## src/rtl/traffic_pkg.sv

```systemverilog
// Shared lamp-interface definitions for the traffic light controller and its monitor.
// Lamp codes, phase encoding and monitor state encoding.
package traffic_pkg;

    localparam logic [2:0] LAMP_RED = 3'b001;
    localparam logic [2:0] LAMP_GRN = 3'b010;
    localparam logic [2:0] LAMP_YEL = 3'b100;

    typedef enum logic [1:0] {
        S0 = 2'd0,  // A green,  B red
        S1 = 2'd1,  // A yellow, B red
        S2 = 2'd2,  // A red,    B green
        S3 = 2'd3   // A red,    B yellow
    } phase_e;

    typedef enum logic [1:0] {
        SYNC  = 2'd0,
        TRACK = 2'd1,
        FAULT = 2'd2
    } mon_state_e;

    function automatic phase_e next_phase(input phase_e p);
        return phase_e'(p + 2'd1);
    endfunction

    function automatic logic is_green_phase(input phase_e p);
        return ~p[0];
    endfunction

endpackage

```

## src/rtl/lamp_decode.sv

```systemverilog
// Combinational decode of the A/B lamp buses into a traffic phase.
// Any pair other than the four legal codes (including non-one-hot values) is illegal.
module lamp_decode
    import traffic_pkg::*;
(
    input  logic [2:0] a_i,
    input  logic [2:0] b_i,
    output logic       legal_o,
    output phase_e     phase_o
);

    always_comb begin
        legal_o = 1'b1;
        phase_o = S0;
        unique case ({a_i, b_i})
            {LAMP_GRN, LAMP_RED}: phase_o = S0;
            {LAMP_YEL, LAMP_RED}: phase_o = S1;
            {LAMP_RED, LAMP_GRN}: phase_o = S2;
            {LAMP_RED, LAMP_YEL}: phase_o = S3;
            default:              legal_o = 1'b0;
        endcase
    end

endmodule

```

## src/rtl/traffic_light_monitor.sv

```systemverilog
// Observes the lamp buses, tracks phase sequence and dwell, and raises sticky
// error flags plus a saturating error-event counter.
module traffic_light_monitor
    import traffic_pkg::*;
#(
    parameter int GREEN_MIN  = 2,
    parameter int GREEN_MAX  = 4,
    parameter int YELLOW_MIN = 1,
    parameter int YELLOW_MAX = 2,
    parameter int CNT_W      = 8
) (
    input  logic             oclk,
    input  logic             rst,
    input  logic [2:0]       A,
    input  logic [2:0]       B,
    input  logic             clr,
    output logic [1:0]       phase,
    output logic             phase_valid,
    output logic [CNT_W-1:0] dwell,
    output logic [CNT_W-1:0] last_dwell,
    output logic             err_seq,
    output logic             err_short,
    output logic             err_long,
    output logic             err_illegal,
    output logic [CNT_W-1:0] err_count
);

    localparam logic [CNT_W-1:0] ONE = CNT_W'(1);

    function automatic logic [CNT_W-1:0] dwell_min(input phase_e p);
        return is_green_phase(p) ? CNT_W'(GREEN_MIN) : CNT_W'(YELLOW_MIN);
    endfunction

    function automatic logic [CNT_W-1:0] dwell_over(input phase_e p);
        return is_green_phase(p) ? CNT_W'(GREEN_MAX + 1) : CNT_W'(YELLOW_MAX + 1);
    endfunction

    function automatic logic [CNT_W-1:0] sat_inc(input logic [CNT_W-1:0] v);
        return (v == '1) ? v : v + ONE;
    endfunction

    logic       dec_legal;
    phase_e     dec_phase;

    lamp_decode u_lamp_decode (
        .a_i     (A),
        .b_i     (B),
        .legal_o (dec_legal),
        .phase_o (dec_phase)
    );

    mon_state_e       state_q, state_d;
    phase_e           phase_q, phase_d;
    logic [CNT_W-1:0] dwell_q, dwell_d;
    logic [CNT_W-1:0] last_dwell_q, last_dwell_d;
    logic             first_seg_q, first_seg_d;
    logic             err_seq_q, err_seq_d;
    logic             err_short_q, err_short_d;
    logic             err_long_q, err_long_d;
    logic             err_ill_q, err_ill_d;
    logic [CNT_W-1:0] err_count_q, err_count_d;

    logic             ev_seq, ev_short, ev_long, ev_ill;
    logic [CNT_W-1:0] dwell_inc;

    assign dwell_inc = sat_inc(dwell_q);

    always_comb begin
        state_d      = state_q;
        phase_d      = phase_q;
        dwell_d      = dwell_q;
        last_dwell_d = last_dwell_q;
        first_seg_d  = first_seg_q;
        ev_seq       = 1'b0;
        ev_short     = 1'b0;
        ev_long      = 1'b0;
        ev_ill       = 1'b0;

        unique case (state_q)
            SYNC: begin
                if (dec_legal) begin
                    phase_d     = dec_phase;
                    dwell_d     = ONE;
                    first_seg_d = 1'b1;
                    state_d     = TRACK;
                end else begin
                    ev_ill = 1'b1;
                end
            end
            TRACK: begin
                if (!dec_legal) begin
                    ev_ill  = 1'b1;
                    state_d = FAULT;
                end else if (dec_phase == phase_q) begin
                    dwell_d = dwell_inc;
                    // Fires only on the crossing tick, so a saturated dwell never re-fires.
                    ev_long = (dwell_inc != dwell_q) && (dwell_inc == dwell_over(phase_q));
                end else begin
                    last_dwell_d = dwell_q;
                    ev_seq       = (dec_phase != next_phase(phase_q));
                    // The segment seen on entry from SYNC is partial, so its length is meaningless.
                    ev_short     = !first_seg_q && (dwell_q < dwell_min(phase_q));
                    phase_d      = dec_phase;
                    dwell_d      = ONE;
                    first_seg_d  = 1'b0;
                end
            end
            FAULT: begin
                if (clr) begin
                    state_d = SYNC;
                end
            end
            default: state_d = SYNC;
        endcase
    end

    always_comb begin
        err_seq_d   = err_seq_q   | ev_seq;
        err_short_d = err_short_q | ev_short;
        err_long_d  = err_long_q  | ev_long;
        err_ill_d   = err_ill_q   | ev_ill;
        err_count_d = (ev_seq || ev_short || ev_long || ev_ill) ? sat_inc(err_count_q) : err_count_q;
        if (clr) begin
            err_seq_d   = 1'b0;
            err_short_d = 1'b0;
            err_long_d  = 1'b0;
            err_ill_d   = 1'b0;
            err_count_d = '0;
        end
    end

    always_ff @(posedge oclk) begin
        if (!rst) begin
            state_q      <= SYNC;
            phase_q      <= S0;
            dwell_q      <= '0;
            last_dwell_q <= '0;
            first_seg_q  <= 1'b1;
            err_seq_q    <= 1'b0;
            err_short_q  <= 1'b0;
            err_long_q   <= 1'b0;
            err_ill_q    <= 1'b0;
            err_count_q  <= '0;
        end else begin
            state_q      <= state_d;
            phase_q      <= phase_d;
            dwell_q      <= dwell_d;
            last_dwell_q <= last_dwell_d;
            first_seg_q  <= first_seg_d;
            err_seq_q    <= err_seq_d;
            err_short_q  <= err_short_d;
            err_long_q   <= err_long_d;
            err_ill_q    <= err_ill_d;
            err_count_q  <= err_count_d;
        end
    end

    assign phase       = phase_q;
    assign phase_valid = (state_q == TRACK);
    assign dwell       = dwell_q;
    assign last_dwell  = last_dwell_q;
    assign err_seq     = err_seq_q;
    assign err_short   = err_short_q;
    assign err_long    = err_long_q;
    assign err_illegal = err_ill_q;
    assign err_count   = err_count_q;

endmodule
```

## config.mk

```make
export PLATFORM = sky130hd
export DESIGN_NAME = traffic_light_monitor
export DESIGN_NICKNAME = d
export VERILOG_FILES = /design/src/rtl/traffic_pkg.sv /design/src/rtl/lamp_decode.sv /design/src/rtl/traffic_light_monitor.sv
export SDC_FILE = /design/constraint.sdc
export NUM_CORES = 1
export LEC_CHECK = 0
export ABC_AREA = 1
export BUFFER_PORTS_ARGS = -buffer_cell sky130_fd_sc_hd__buf_2
export CORE_UTILIZATION = 48
export DETAILED_ROUTE_END_ITERATION = 16
export PLACE_DENSITY = 0.75
export SETUP_SLACK_MARGIN = 0.4
export SYNTH_ARGS = -nofsm -noshare
export SYNTH_HDL_FRONTEND = slang
export SYNTH_SLANG_ARGS = --single-unit
export TNS_END_PERCENT = 10
```

## constraint.sdc

```tcl
create_clock -name oclk -period 1.7 [get_ports oclk]
set_input_delay 0.34 -clock oclk [delete_from_list [all_inputs] [get_ports oclk]]
set_output_delay 0.34 -clock oclk [all_outputs]
set_load 0.03 [all_outputs]
```

==> out/qor.tcl, run 1 <==
set qor(floorplan.initialDensity) 0.518
set qor(ctsHtreeMaxLevel) 2
set qor(detail_route.vias_per_cell) 5.41
set qor(final_design_area_no_fill_sq_um) 2920
set qor(number_of_enable_type_register_cells_in_the_synthesized_netlist) 0
set qor(critical_path.cell_chain) {ha_4 -> nand2_4 -> nor2_4 -> nand2_4 -> inv_4 -> a21oi_2 -> nand3_1 -> nor2_2 -> nand2_2 -> nand2_4 -> buf_6 -> nand3_2 -> nand2_1 -> nor2_1}
set qor(final_critical_path_setup_slack_ns) -0.248
set qor(final.hold.worst_slack_ns) 0.349
set qor(chipHeight_um) 63.0
set qor(ys_seq_elements) 33
set qor(post_synth_most_frequent_cells) {57 x sky130_fd_sc_hd__nand2_1, 33 x sky130_fd_sc_hd__dfxtp_1, 29 x sky130_fd_sc_hd__a21oi_1, 26 x sky130_fd_sc_hd__inv_1, 26 x sky130_fd_sc_hd__nor2_1}
set qor(dpl_cell_area_sq_um) 2360
set qor(placement.io_buffers) 39
set qor(synth_nets) 274
set qor(number_of_hold_buffers_added_after_cts) 0
set qor(floorplan.die_area_sq_um) 3970
set qor(failed_checks) {negative setup slack}
set qor(startpoint_type) {register}
set qor(grt_pass1_vias) 2005
set qor(clkLatencyLatePin_ns) 0.29
set qor(area_delta_synth_final_pct) 63.7
set qor(ys_warn_count) 0
set qor(tightest_slew_margin_relative_to_the_limit) 0.778
set qor(outcome) {finished with violations}
set qor(final_layout_size_suffix_gt1_frac) 0.527
set qor(synthCells) 262
set qor(worst_case_clock_buffer_depth) 2
set qor(timing.critical_path.fanout_max) 7
set qor(timing.final.max_slew_violations) 0
set qor(cp_common_cell) {sky130_fd_sc_hd__nand2_4}
set qor(critical_path_s_slowest_cell) {sky130_fd_sc_hd__dfxtp_4}
set qor(setup.worst_path.end_class) {register}
set qor(numCtsBuffers) 5
set qor(required_ns) 1.88
set qor(highest_attainable_clock_frequency_mhz) 513
set qor(place.detailed.hpwl_um) 3430
set qor(yosys.cell_count.top_type) {sky130_fd_sc_hd__nand2_1}
set qor(drtPass1Iterations) 4
set qor(sum_of_internal_switching_and_leakage_power_mw) 1.60
set qor(grt_antenna_before_repair) 0
set qor(worst_ir_drop_vdd_mv) 0.450
set qor(crit_type) {reg2reg}
set qor(path_buf_inv) 2
set qor(syn-cell-area_sq_um) 1780
set qor(tritoncts) {yes}
set qor(cp_slowest_stage_delay_ns) 0.36
set qor(globalRouteTotalUtil) 0.288
set qor(antenna_cells_inserted) 0
set qor(route.detailed.drc) 0
set qor(ys_dominant_reg_cell) {sky130_fd_sc_hd__dfxtp_1}
set qor(post-synth-top-area-fraction) 0.370
set qor(timing.max_cap.violations) 0
set qor(placeable_area_sq_um) 3440
set qor(worst_slew_pin_slew_ns) 0.330
set qor(ctsRootBufferMaster) {sky130_fd_sc_hd__clkbuf_8}
set qor(nNetsFinal) 362
set qor(power.leakage_nw) 1.40
set qor(drt.antenna.violating_nets) 0
set qor(routed_wire_length_per_instance_um) 15.3
set qor(grt_overflow) 0
set qor(grt_max_degree) 15
set qor(path_clk_slew_ns) 0.08
set qor(wire_length_of_the_first_global_routing_pass_um) 9030
set qor(drt_iter0_markers) 234
set qor(finalHoldViolations) 0
set qor(detailroute.via_count) 2146
set qor(synth-seq-area-share) 0.370
set qor(hold_class) {in2reg}
set qor(final_critical_path_share_of_the_clock_period) 1.15
set qor(timing.critical_path.max_delay_family) {simple AND/OR/NAND/NOR gates}
set qor(rsz0062_at_grt) {true}
set qor(std_cell_rows) 21
set qor(final_core_util) 0.848
set qor(clkSinkCount) 33
set qor(synth_top_area_cell) {sky130_fd_sc_hd__dfxtp_1}
set qor(final_min_period_ns) 1.95
set qor(globalplace.congestion) 0.931
set qor(power-per-cell-area_nw_per_um2) 547
set qor(synth_async_sr_flop_share) 0
set qor(floorplan.die.width_um) 63.0
set qor(drt-total-wl_um) 6070
set qor(final.fill_count) 202
set qor(synthesis.area_per_instance_sq_um) 6.81
set qor(yosysUniqueCellTypes) 31
set qor(ios) 40
set qor(critPathArrivalTime_ns) 2.13
set qor(yosys-top-cells-area) {sky130_fd_sc_hd__dfxtp_1 37%, sky130_fd_sc_hd__nand2_1 12%, sky130_fd_sc_hd__a21oi_1 8.1%}
set qor(timing.clock.skew_ns) 0.0146
set qor(setup_viol_count_final) 9
## final timing paths
kind / from / end / slack, ns / cells past startpoint
setup / recovery: dwell[0] / err_count[0] / -0.25 / 14
hold / removal: clr / state_q[1] / 0.35 / 3
setup reg to reg: dwell[0] / err_count[0] / -0.25 / 14
hold reg to reg: err_illegal / err_illegal / 0.45 / 2
## layout by cell type (no fill, tap or decap), types with 8 or more instances in the layout
cell	n
sky130_fd_sc_hd__buf_4	45
sky130_fd_sc_hd__nand2_1	43
sky130_fd_sc_hd__buf_2	23
sky130_fd_sc_hd__inv_1	21
sky130_fd_sc_hd__a21oi_1	20
sky130_fd_sc_hd__dfxtp_1	20
sky130_fd_sc_hd__nand3_1	16
sky130_fd_sc_hd__nor2_1	15
sky130_fd_sc_hd__buf_6	13
sky130_fd_sc_hd__nand2_2	11
sky130_fd_sc_hd__inv_2	10
sky130_fd_sc_hd__nor2_4	10
sky130_fd_sc_hd__nand2_4	10
sky130_fd_sc_hd__o21ai_1	10
sky130_fd_sc_hd__a21oi_2	9
sky130_fd_sc_hd__dfxtp_2	8
## area by class of cell
cell class / count / area [sq um] / share of cell area
Tap cell: 46 / 57.6 / 0.0197
Inverter: 35 / 139 / 0.0476
Timing Repair Buffer: 85 / 664 / 0.228
Clock buffer: 6 / 72.6 / 0.0249
Clock inverter: 2 / 10.0 / 0.00343
Multi-Input combinational cell: 190 / 1290 / 0.441
Sequential cell: 33 / 689 / 0.236
## through the flow
step | setup slack [ns] | TNS (ns) | cells
after floorplan | -0.0443 | -0.262 | 262
after global routing | -0.330 | -2.39 | 397
final | -0.248 | -1.64 | 397
after global placement | -0.205 | -2.39 | 383
after CTS | -0.125 | -0.892 | 394
after detailed placement | -0.238 | -3.06 | 383
## sequential cells by signal, summed over array words and instances, names as in the netlist, 2 cells and up
name and cells:
dwell 8, err_count 8, last_dwell 8, phase 2, state_q 2
## cell families after synthesis
family,synth area share
adder cells (fa/ha/maj),0.0210
AND/OR/NAND/NOR,0.335
flip-flops,0.370
XOR/XNOR,0.0344
AO/OA/AOI/OAI,0.152
buffers and inverters,0.0870
## worst reg2reg max path: cells and delay by family (launching register included)
family	cells	cell delay, ns
adder cells (fa/ha/maj)	1	0.17
AND/OR/NAND/NOR	10	0.97
buffers and inverters	2	0.20
flip-flops	1	0.36
AO/OA/AOI/OAI	1	0.15
## report_power, final
group	internal (mW)	leakage [nW]	switching [mW]	total, mW
registers	0.776	0.274	0.0102	0.786
clock network	0.284	0.0450	0.299	0.583
logic	0.0921	1.08	0.136	0.228
## per-layer routing
layer	track usage	share of wire
met1	0.336	0.39
met2	0.504	0.52
met3	0.0529	0.058
met4	0.131	0.027
met5	0	0
## what timing repair did
item | in CTS | in global routing
pin swaps | 40 | 52
gates resized for setup | 86 | 56
endpoints found under the setup margin | 34 | 42
setup buffers | 3 | 3
(Power assumes the default switching activity.)
==> run 2: changes to the inputs <==
--- a/config.mk
+++ b/config.mk
@@ -10,7 +10,7 @@
 export CORE_UTILIZATION = 48
 export DETAILED_ROUTE_END_ITERATION = 16
 export PLACE_DENSITY = 0.75
-export SETUP_SLACK_MARGIN = 0.4
+export SETUP_SLACK_MARGIN = 0.1
 export SYNTH_ARGS = -nofsm -noshare
 export SYNTH_HDL_FRONTEND = slang
 export SYNTH_SLANG_ARGS = --single-unit
==> run 2 against run 1 <==
Compared with the run above:
- the flow still finishes with violations (negative setup slack)
- power rose by 6.1%
- via count is 3.3% lower
- sequential power is essentially flat
- combinational power down 14%
- critical path depth rose by 2
- worst setup slack gained 0.0093 ns
- first-iteration DRC count down 32%
- design area is 5.9% lower
- core utilization fell by 5.0 points
- highest routed layer unchanged
==> out/qor.tcl, run 2 (synthesis results as in run 1) <==
set qor(critical_path_s_slowest_cell) {sky130_fd_sc_hd__dfxtp_4}
set qor(final_layout_size_suffix_gt1_frac) 0.476
set qor(worst_r2r_startpoint) {dwell[0]}
set qor(rsz0062_at_grt) {true}
set qor(p_clk_frac) 0.421
set qor(numCtsBuffers) 5
set qor(net_switching_fraction_of_the_power) 0.249
set qor(grt_max_degree) 15
set qor(clkLatencyLatePin_ns) 0.29
set qor(power.leakage_nw) 1.36
set qor(ctsRootBufferMaster) {sky130_fd_sc_hd__clkbuf_8}
set qor(final_min_period_ns) 1.94
set qor(final_critical_path_share_of_the_clock_period) 1.14
set qor(startpoint_type) {register}
set qor(drt-total-wl_um) 5400
set qor(antenna_cells_inserted) 0
set qor(timing.critical_path.fanout_max) 8
set qor(worst_case_clock_buffer_depth) 2
set qor(finalHoldViolations) 0
set qor(grt_antenna_before_repair) 0
set qor(wire_length_of_the_first_global_routing_pass_um) 8370
set qor(place.detailed.hpwl_um) 3520
set qor(ctsHtreeMaxLevel) 2
set qor(outcome) {finished with violations}
set qor(tritoncts) {yes}
set qor(globalplace.congestion) 0.911
set qor(placeable_area_sq_um) 3440
set qor(part_of_the_total_power_dissipated_in_sequential_elements) 0.464
set qor(crit_path_start) {dwell[0]}
set qor(floorplan.die_area_sq_um) 3970
set qor(worst_ir_drop_vdd_mv) 0.529
set qor(drtPass1Iterations) 4
set qor(intPower_mw) 1.27
set qor(detailroute.via_count) 2075
set qor(failed_checks) {negative setup slack}
set qor(placement.io_buffers) 39
set qor(share_comb_of_total_power) 0.116
set qor(path_buf_inv) 2
set qor(globalRouteTotalUtil) 0.264
set qor(tightest_slew_margin_relative_to_the_limit) 0.761
set qor(grt_pass1_vias) 1959
set qor(drt.antenna.violating_nets) 0
set qor(ff2ff_path_depth) 16
set qor(floorplan.initialDensity) 0.518
set qor(timing.critical_path.max_delay_family) {simple AND/OR/NAND/NOR gates}
set qor(routed_wire_length_per_instance_um) 13.5
set qor(final_cell_mix) {47 x sky130_fd_sc_hd__nand2_1, 45 x sky130_fd_sc_hd__buf_4, 38 x sky130_fd_sc_hd__buf_2}
set qor(required_ns) 1.88
set qor(setup.worst_path.end_class) {register}
set qor(cp_slowest_stage_delay_ns) 0.36
set qor(highest_attainable_clock_frequency_mhz) 516
set qor(final.hold.worst_slack_ns) 0.384
set qor(detail_route.vias_per_cell) 5.17
set qor(timing.final.max_slew_violations) 0
set qor(path_clk_slew_ns) 0.07
set qor(floorplan.die.width_um) 63.0
set qor(crit_end) {err_count[0]}
set qor(ios) 40
set qor(layout.cells.most_common) {sky130_fd_sc_hd__nand2_1}
set qor(clkSinkCount) 33
set qor(std_cell_rows) 21
set qor(crit_type) {reg2reg}
set qor(grt_overflow) 0
set qor(power-per-cell-area_nw_per_um2) 616
set qor(nNetsFinal) 366
set qor(drt_iter0_markers) 158
set qor(timing.clock.skew_ns) 0.00695
set qor(critPathArrivalTime_ns) 2.12
set qor(worst_slew_pin_slew_ns) 0.356
set qor(route.detailed.drc) 0
set qor(worst-r2r-setup-slack_ns) -0.24
set qor(final_critical_path_setup_slack_ns) -0.239
set qor(crit-reg2reg-capture) {err_count[0]}
set qor(power_switching_mw) 0.422
set qor(critical_path.cell_chain) {ha_4 -> nand2_4 -> inv_4 -> nand2_2 -> nor2_4 -> nand2_1 -> o21ai_2 -> nor2_2 -> nand3_2 -> nor2_2 -> nand2_2 -> nand2_4 -> buf_6 -> nand3_2 -> nand2_2 -> nor2_2}
set qor(timing.max_cap.violations) 0
set qor(sum_of_internal_switching_and_leakage_power_mw) 1.69
set qor(setup_viol_count_final) 9
set qor(cp_num_cells) 16
set qor(chipHeight_um) 63.0
set qor(area_delta_synth_final_pct) 54.1
set qor(hold_class) {in2reg}
run 2: changes by cell type in the layout (fill, tap and decap cells not counted), sizes merged:
cell / previous run / this run
buf: 85 / 88
clkinv: 3 / 2
inv: 34 / 33
clkbuf: 6 / 9
run 2: worst min-delay path by stage:
stage	depth (start not counted)	to	slack [ns]	from
global placement	2	err_long	0.43	err_long
global route	3	state_q[1]	0.39	clr
floorplan	2	first_seg_q	0.45	first_seg_q
detailed placement	2	err_seq	0.44	err_seq
CTS	3	state_q[1]	0.37	clr
finish	3	state_q[1]	0.38	clr
run 2: through the flow:
step           setup TNS (ns)  worst slack, ns  area (sq um)  std cells  utilization
4_1_cts                -0.916           -0.123          2580        398        0.750
3_5_place_dp            -3.50           -0.292          2370        386        0.689
5_1_grt                 -2.31           -0.304          2750        401        0.799
6_report                -1.66           -0.239          2750        401        0.799
3_3_place_gp            -2.51           -0.226          2370        386        0.689
2_1_floorplan          -0.249          -0.0484          1820        262            -
run 2: tightest hold or removal path, delay by kind of cell:
kind            cells  cell delay [ns]
compound gates      1             0.08
buf+inv             1             0.10
simple gates        1             0.11
run 2: final cells by class:
type	instances	area, sq um
sequential	33	677
timing repair buffer	89	592
fill	226	693
tap	46	57.6
inverter	35	136
multi-input combinational	190	1170
clock buffer	8	111
run 2: timing repair:
| action | CTS | global route |
|---|---|---|
| endpoints found under the setup margin | 9 | 27 |
| setup buffers | 4 | 3 |
| cloned | 0 | 0 |
| gates resized for setup | 17 | 39 |
| hold buffers | 0 | 0 |
| pin swaps | 15 | 11 |
run 2: power by group through the flow:
stage | sequential [mW] | clock, mW | combinational, mW
6_report | 0.785 | 0.713 | 0.196
5_1_grt | 0.786 | 0.754 | 0.210
4_1_cts | 0.785 | 0.711 | 0.167
3_5_place_dp | 0.803 | 0 | 0.156
3_3_place_gp | 0.802 | 0 | 0.152
2_1_floorplan | 0.820 | 0 | 0.0723
run 2: routing by layer:
layer / track usage / wire, um
met5: 0 / 0
met4: 0.0727 / 48
met3: 0.0401 / 307
met2: 0.478 / 2810
met1: 0.318 / 2230
==> run 3: changes to the inputs <==
--- a/config.mk
+++ b/config.mk
@@ -10,6 +10,7 @@
 export CORE_UTILIZATION = 48
 export DETAILED_ROUTE_END_ITERATION = 16
 export PLACE_DENSITY = 0.75
+export REMOVE_ABC_BUFFERS = 1
 export SETUP_SLACK_MARGIN = 0.1
 export SYNTH_ARGS = -nofsm -noshare
 export SYNTH_HDL_FRONTEND = slang
==> run 3 against run 2 <==
Compared with the run above:
- the flow still finishes with violations (negative setup slack)
- combinational power is 9% lower
- power is 9.3% lower
- register-to-register slack better by 0.04 ns
- final cell count decreased by 0.75%
- critical path type unchanged
- clock-buffer cell count unchanged
- global-route usage is 1.3 points lower
==> out/qor.tcl, run 3 (synthesis results as in run 1) <==
set qor(floorplan.die.width_um) 63.0
set qor(outcome) {finished with violations}
set qor(startpoint_type) {register}
set qor(required_ns) 1.91
set qor(power.leakage_nw) 1.28
set qor(worst_case_clock_buffer_depth) 2
set qor(chipHeight_um) 63.0
set qor(std_cell_rows) 21
set qor(setup.worst_path.end_class) {register}
set qor(worst_slew_pin_slew_ns) 0.363
set qor(sum_of_internal_switching_and_leakage_power_mw) 1.54
set qor(power_switching_mw) 0.395
set qor(failed_checks) {negative setup slack}
set qor(ff2ff_path_depth) 14
set qor(grt_pass1_vias) 1875
set qor(net_switching_fraction_of_the_power) 0.257
set qor(route.detailed.drc) 0
set qor(layout.cells.most_common) {sky130_fd_sc_hd__nand2_1}
set qor(highest_attainable_clock_frequency_mhz) 525
set qor(detail_route.vias_per_cell) 5.14
set qor(placeable_area_sq_um) 3440
set qor(final_min_period_ns) 1.90
set qor(min_path_cells) 2
set qor(floorplan.initialDensity) 0.518
set qor(final_critical_path_setup_slack_ns) -0.203
set qor(final_layout_size_suffix_gt1_frac) 0.412
set qor(drt-total-wl_um) 4900
set qor(worst_ir_drop_vdd_mv) 0.445
set qor(p_clk_frac) 0.370
set qor(wire_length_of_the_first_global_routing_pass_um) 7940
set qor(globalRouteTotalUtil) 0.251
set qor(routed_wire_length_per_instance_um) 12.3
set qor(clkSinkCount) 33
set qor(numCtsBuffers) 5
set qor(path_clk_slew_ns) 0.06
set qor(finalHoldViolations) 0
set qor(timing.critical_path.fanout_max) 8
set qor(clkLatencyLatePin_ns) 0.28
set qor(place.detailed.hpwl_um) 3310
set qor(final_cell_mix) {51 x sky130_fd_sc_hd__nand2_1, 42 x sky130_fd_sc_hd__buf_4, 39 x sky130_fd_sc_hd__buf_2}
set qor(timing.final.max_slew_violations) 0
set qor(tritoncts) {yes}
set qor(worst_r2r_startpoint) {dwell[1]}
set qor(setup_viol_count_final) 9
set qor(drt_iter0_markers) 137
set qor(crit_type) {reg2reg}
set qor(floorplan.die_area_sq_um) 3970
set qor(grt_antenna_before_repair) 0
set qor(final_critical_path_share_of_the_clock_period) 1.12
set qor(hold_class) {in2reg}
set qor(drt.antenna.violating_nets) 0
set qor(critPathArrivalTime_ns) 2.12
set qor(ctsRootBufferMaster) {sky130_fd_sc_hd__clkbuf_8}
set qor(crit-reg2reg-capture) {err_count[3]}
set qor(nNetsFinal) 363
set qor(grt_overflow) 0
set qor(placement.io_buffers) 39
set qor(area_delta_synth_final_pct) 46.8
set qor(worst-r2r-setup-slack_ns) -0.20
set qor(ios) 40
set qor(intPower_mw) 1.14
set qor(share_comb_of_total_power) 0.116
set qor(timing.clock.skew_ns) 0.00229
set qor(tightest_slew_margin_relative_to_the_limit) 0.757
set qor(globalplace.congestion) 0.851
set qor(drtPass1Iterations) 4
set qor(power-per-cell-area_nw_per_um2) 586
set qor(timing.hold.worst.start) {rst}
set qor(grt_max_degree) 15
set qor(ctsHtreeMaxLevel) 2
set qor(antenna_cells_inserted) 0
set qor(detailroute.via_count) 2044
set qor(number_of_hold_buffers_added_after_cts) 0
set qor(rsz0062_at_grt) {true}
set qor(hold_path_end) {first_seg_q}
set qor(timing.max_cap.violations) 0
set qor(final_core_util) 0.761
set qor(part_of_the_total_power_dissipated_in_sequential_elements) 0.513
## run 3: cell types whose count changed in the layout (fill, tap and decap cells not counted), sizes merged
cell	change
buf	-2
clkbuf	-1
## run 3: worst max path at each step
stage | to | cells past startpoint | start | slack (ns)
after floorplan | err_count[5] | 14 | dwell[0] | -0.42
after global placement | err_count[1] | 13 | A[1] | -0.24
after detailed placement | err_count[7] | 13 | B[2] | -0.34
after CTS | err_count[3] | 12 | dwell[1] | -0.20
after global routing | err_count[1] | 13 | dwell[2] | -0.31
final | err_count[3] | 14 | dwell[1] | -0.20
## run 3: timing repair
action	4_1_cts	5_1_grt
gates resized for setup	20	26
buffers inserted	3	5
setup endpoints to repair	9	28
pin swaps	13	16
cloned	0	0
## run 3: critical path, stage by stage (launching register included)
cell and delay [ns]:
sky130_fd_sc_hd__dfxtp_2 0.36, sky130_fd_sc_hd__buf_6 0.13, sky130_fd_sc_hd__nand2_1 0.05, sky130_fd_sc_hd__inv_1 0.10, sky130_fd_sc_hd__nand2_1 0.09, sky130_fd_sc_hd__xor2_1 0.16, sky130_fd_sc_hd__nand2_2 0.08, sky130_fd_sc_hd__inv_1 0.07
sky130_fd_sc_hd__nand3_1 0.11, sky130_fd_sc_hd__nor2_1 0.16, sky130_fd_sc_hd__nand2_2 0.10, sky130_fd_sc_hd__nand2_4 0.13, sky130_fd_sc_hd__buf_6 0.12, sky130_fd_sc_hd__nand3_2 0.05, sky130_fd_sc_hd__a21oi_2 0.13
## run 3: cell type report
cell class                      count  area [sq um]
Tap cell                           46          57.6
Multi-Input combinational cell    190          1120
Inverter                           35           134
Timing Repair Buffer               86           567
Clock buffer                        8          80.1
Fill cell                         272           822
Sequential cell                    33           664
## run 3: stage by stage
step / setup slack, ns / area, sq um / cells / setup TNS (ns) / hold WS (ns)
floorplan: -0.416 / 1760 / 258 / -4.61 / 0.409
global placement: -0.238 / 2310 / 382 / -2.67 / 0.436
detailed placement: -0.339 / 2310 / 382 / -4.31 / 0.437
CTS: -0.201 / 2490 / 393 / -1.61 / 0.335
global route: -0.314 / 2620 / 398 / -2.65 / 0.349
finish: -0.203 / 2620 / 398 / -1.61 / 0.337
## run 3: power groups by stage
stage          clock [mW]  sequential [mW]  combinational [mW]
2_1_floorplan           0            0.822              0.0661
3_3_place_gp            0            0.805               0.147
3_5_place_dp            0            0.805               0.149
4_1_cts             0.586            0.788               0.158
5_1_grt             0.621            0.789               0.195
6_report            0.569            0.789               0.179
## run 3: layer usage
layer  GRT usage  part of all wire  up-vias
met1       0.311              0.43      912
met3      0.0566             0.070       16
li1            -                 -     1030
met4       0.119             0.029        0
met5           0                 0        -
met2       0.409              0.47       86
